## src/rtl/pc_next_unit.sv

```systemverilog
// Program-counter sequencer: holds the fetch PC, applies EX-stage redirects and raises a one-cycle flush.
// Optional macro PC_MISALIGN_TRAP_EN: misaligned redirect targets trap instead of being word-aligned.
module pc_next_unit #(
  parameter int unsigned      XLEN     = 32,
  parameter logic [XLEN-1:0]  RESET_PC = '0
) (
  input  logic            clk,
  input  logic            reset_n,
  input  logic            stall,
  input  logic            branch,
  input  logic            zero,
  input  logic            jump,
  input  logic [XLEN-1:0] ex_pc,
  input  logic [XLEN-1:0] imm,
  output logic [XLEN-1:0] pc,
  output logic [XLEN-1:0] pc_plus4,
  output logic            flush,
  output logic            taken,
  output logic            misalign
);

  typedef enum logic [1:0] {
    RUN   = 2'd0,
    FLUSH = 2'd1
`ifdef PC_MISALIGN_TRAP_EN
    ,
    TRAP  = 2'd2
`endif
  } state_t;

  state_t          state_q, state_d;
  logic [XLEN-1:0] pc_q, pc_d;
  logic [XLEN-1:0] tgt;
  logic            take;
  logic            flush_q, flush_d;
  logic            misalign_d;

  assign tgt      = ex_pc + imm;
  assign take     = jump | (branch & zero);
  assign pc       = pc_q;
  assign pc_plus4 = pc_q + XLEN'(4);
  assign flush    = flush_q;

  // Next-state, next-PC and registered-pulse selection
  always_comb begin
    state_d    = state_q;
    pc_d       = pc_q;
    flush_d    = 1'b0;
    misalign_d = 1'b0;
    taken      = 1'b0;
    case (state_q)
      RUN: begin
        taken = take;
        if (take) begin
`ifdef PC_MISALIGN_TRAP_EN
          flush_d = 1'b1;
          if (tgt[1:0] != 2'b00) begin
            misalign_d = 1'b1;
            state_d    = TRAP;
          end else begin
            pc_d    = tgt;
            state_d = FLUSH;
          end
`else
          pc_d    = {tgt[XLEN-1:2], 2'b00};
          flush_d = 1'b1;
          state_d = FLUSH;
`endif
        end else if (!stall) begin
          pc_d = pc_plus4;
        end
      end
      // Decision inputs here belong to a squashed instruction
      FLUSH: begin
        state_d = RUN;
        if (!stall) pc_d = pc_plus4;
      end
`ifdef PC_MISALIGN_TRAP_EN
      TRAP: begin
        state_d = TRAP;
      end
`endif
      default: begin
        state_d = RUN;
      end
    endcase
  end

  always_ff @(posedge clk or negedge reset_n) begin
    if (!reset_n) begin
      state_q <= RUN;
      pc_q    <= RESET_PC;
      flush_q <= 1'b0;
    end else begin
      state_q <= state_d;
      pc_q    <= pc_d;
      flush_q <= flush_d;
    end
  end

`ifdef PC_MISALIGN_TRAP_EN
  logic misalign_q;

  always_ff @(posedge clk or negedge reset_n) begin
    if (!reset_n) misalign_q <= 1'b0;
    else          misalign_q <= misalign_d;
  end

  assign misalign = misalign_q;
`else
  logic unused_misalign;
  assign unused_misalign = misalign_d;
  assign misalign        = 1'b0;
`endif

endmodule
```

## config.mk

```make
export PLATFORM = sky130hd
export DESIGN_NAME = pc_next_unit
export DESIGN_NICKNAME = d
export VERILOG_FILES = /design/src/rtl/pc_next_unit.sv
export SDC_FILE = /design/constraint.sdc
export NUM_CORES = 1
export LEC_CHECK = 0
export ABC_AREA = 1
export BUFFER_PORTS_ARGS = -buffer_cell sky130_fd_sc_hd__buf_2
export CAP_MARGIN = 20
export CORE_AREA = 2 2 93 95
export DETAILED_ROUTE_END_ITERATION = 12
export DIE_AREA = 0 0 95 97
export PLACE_DENSITY = 0.95
export SYNTH_ARGS = -nofsm -noshare
export SYNTH_HDL_FRONTEND = slang
export SYNTH_SLANG_ARGS = --single-unit
export TNS_END_PERCENT = 1
```

## constraint.sdc

```tcl
create_clock -name clk -period 2.8 [get_ports clk]
set_clock_uncertainty 0.05 [all_clocks]
set_input_delay 0.84 -clock clk [delete_from_list [all_inputs] [get_ports clk]]
set_output_delay 0.84 -clock clk [all_outputs]
set_load 0.005 [all_outputs]
```

==> impl_results.md <==
* Max-slew headroom at 0.487
* Crit Reg-Reg Endpoint: pc[28]
* Clock power frac at 0.181
* Sw Pwr at 1200 µW
* Via density at 5.44
* Hold Path Class: reg2reg
* Cts bufs inserted at 5
* Clock Pin Slew Worst Setup and Hold Paths at 80 ps
* Worst setup SP type: flop
* F_max at 0.362 GHz
* Setup ws final at 38.4 ps
* Layout cell share with drive strength beyond 1 at 0.204
* Die Y at 97 µm
* Placement Setup Slack at 64.6 ps
* Crit. End Element: output pin
* Post-Route WL at 14.3 mm
* Post-synthesis cell type count at 43
* Pwr Total at 2570 µW
* Nets at 1038
* Syn Area/Cell at 5.74 µm²
* Worst setup path startpoint: pc[2]
* Hold depth at 1
* EDFF count, synth at 0
* Placed inst area at 5390 µm²
* Flop-to-flop setup slack at 980 ps
* CTS root buf: clkbuf_8
* Fraction of power spent switching nets at 0.469
* Seq/Total Area, Yosys at 0.173
* Synth Register Bits at 32
* Initial Utilization at 0.569
* Detailed Route Iter0 Violations at 500
* Hold Buf Count CTS at 0
* Reg-to-Reg Start: pc[11]
* First-pass GRT wire length at 23.6 mm
* CTS tree: yes
* Placed insts at 1035
* Critical hold path startpoint: state_q[0]
* Netlist Area Pre-Place at 4630 µm²
* Hold Path Sink: state_q[0]
* Lkg Pwr at 0.00317 µW
* Port bufs at 131
* Reg2reg path depth at 8
* RSZ-0062 raised after global routing: true
* GRT Total Usage at 0.313
* Io pins at 137
* Worst Tran Pin Value at 769 ps
* Peak VDD IR at 0.208 mV
* Pwr per Cell Area at 465 nW/µm²
* YS warnings at 0
* Final Cycle Share at 0.986
* Area Growth Syn to Fin at 19.2%
* Total gr overflow at 0
* Top FF cell, synth: dfrtp_1
* Design area at 5520 µm²
* Critical Path RT at 1910 ps
* Worst-Skew Late Latency at 290 ps
* Max Cap Viol at 0
* Fillers at 750
* Fin crit period at 2760 ps
* # rows at 33
* CP Class: reg2out
* Die area at 9220 µm²
* Antenna diodes at 0
* # setup viols final at 0
* HPWL Detailed at 11.8 mm
* Fin cells at 1043
* CTS H-tree lvls at 2
* Combinational Power Share at 0.524
* Worst Path Max Fanout at 5
* Vias in the first global route at 5224
* Final Max Tran Viols at 0
* WP data arrival at 1870 ps
* Part of the power in registers at 0.296
* Final hold violations at 0
* Post-synthesis cell count at 807
* DRT Pass-1 Iters at 6
* DRC at 0
* Core ar. at 8130 µm²
* Initial antenna violation count at 0
* Die W at 95 µm
* Worst hold slack at 442 ps
* Detail Route Antenna Nets at 0
* Routability cong. at 1.01
* Outcome: finished clean
* Clk buf depth at 2
* Via count at 5679
* Routed length per instance at 13.7 µm
* Largest net degree at the start of global routing at 40
* P_int at 1360 µW
* Asr flop ratio synth at 1.00
* Clock Sinks at 32
==> flip-flops by register name, summed over array words and instances, names as in the netlist <==
| name | cells |
|---|---|
| state_q | 1 |
| pc | 30 |
| flush | 1 |
==> power groups by stage <==
| stage | Sequential (µW) | Clock (µW) | Combinational [µW] |
|---|---|---|---|
| 2_1_floorplan | 721 | 0 | 825 |
| 3_5_place_dp | 745 | 0 | 1310 |
| 4_1_cts | 740 | 461 | 1320 |
| 5_1_grt | 769 | 487 | 1500 |
| 3_3_place_gp | 740 | 0 | 1280 |
| 6_report | 759 | 463 | 1340 |
==> worst max path at each step <==
| stage | endpoint | slack, ps | depth (start not counted) |
|---|---|---|---|
| CTS | pc_plus4[22] | 20 | 5 |
| global placement | pc[11] | 110 | 10 |
| global route | pc_plus4[16] | -50 | 10 |
| floorplan | taken | 350 | 4 |
| detailed placement | pc[11] | 60 | 10 |
| finish | pc_plus4[16] | 40 | 9 |
==> synthesized netlist by cell type, types with 3 or more instances <==
cell / n / area share
nor2_2: 4 / 0.0054
ha_1: 31 / 0.084
buf_2: 4 / 0.0043
xnor2_1: 6 / 0.011
nor3_1: 10 / 0.011
nand2_1: 277 / 0.22
nand3b_1: 5 / 0.0081
xor2_1: 16 / 0.030
nand3_1: 51 / 0.055
o21ai_0: 36 / 0.039
inv_2: 3 / 0.0024
nor2_1: 81 / 0.066
nand4_1: 7 / 0.0095
dfrtp_1: 32 / 0.17
o21bai_1: 7 / 0.011
o21ai_1: 10 / 0.011
a21oi_1: 50 / 0.054
nand2_4: 5 / 0.012
buf_4: 5 / 0.0081
clkbuf_1: 5 / 0.0041
inv_1: 126 / 0.10
nor2_4: 4 / 0.0097
nor3_2: 3 / 0.0065
nand2_2: 3 / 0.0041
==> placed cells by master, fill, tap and decap left out, types with 4 or more instances in the layout <==
cell type	netlist	routed
nand4_1	7	7
nor3_2	3	4
nor3_1	10	9
inv_1	126	126
dfrtp_1	32	21
xor2_1	16	16
conb_1	1	5
nand2_1	277	277
nor2_2	4	4
ha_1	31	30
nor2_4	4	5
o21ai_0	36	36
xnor2_1	6	6
buf_4	5	4
o21bai_1	7	7
dfrtp_2	0	11
buf_2	4	131
nand3_1	51	51
nand2_4	5	5
clkbuf_8	0	5
a21oi_1	50	50
nor2_1	81	80
nand3b_1	5	5
o21ai_1	10	10
==> stage by stage <==
step | setup TNS [ps] | util
2_1_floorplan | 0 | -
3_3_place_gp | 0 | 0.662
3_5_place_dp | 0 | 0.662
4_1_cts | 0 | 0.676
5_1_grt | -119 | 0.679
6_report | 0 | 0.679
==> repair_timing <==
item,4_1_cts,5_1_grt
setup buffers,0,0
pin swaps,0,0
endpoints found under the setup margin,4,10
gates resized for setup,2,11
==> metal layers <==
layer / GRT usage / vias to the layer above / share of wire
li1: - / 2791 / -
met3: 0.0545 / 44 / 0.10
met5: 0 / - / 0
met2: 0.511 / 332 / 0.46
met1: 0.416 / 2512 / 0.41
met4: 0.103 / 0 / 0.029
==> cell families (layout without fill, tap and decap cells) <==
group | count (synthesis) | in the layout | share of synthesized area
mux | 2 | 2 | 0.00432
other cells | 1 | 5 | 0.000810
simple gates | 459 | 459 | 0.436
xor+xnor | 24 | 24 | 0.0486
flops | 32 | 32 | 0.173
buf+inv | 147 | 274 | 0.125
compound gates | 111 | 111 | 0.129
fa+ha+maj | 31 | 31 | 0.0838
==> layout make-up <==
cell class,instances,area [µm²],share of cell area
multi-input cells,632,3280,0.595
flip-flops and latches,32,815,0.148
repair buffers,135,686,0.124
inverters,131,493,0.0893
well taps,105,131,0.0238
clock buffers,5,68.8,0.0125
clock inverters,3,42.5,0.00771
==> worst max-delay path, stage by stage (launching register included) <==
cell	delay, ps
dfrtp_2	460
ha_2	240
nand2_4	110
clkinv_2	90
nand2_4	80
nor2_4	40
nand2_4	80
xor2_1	260
inv_1	80
buf_2	130
Note: power is estimated with default switching activity, not from simulation.
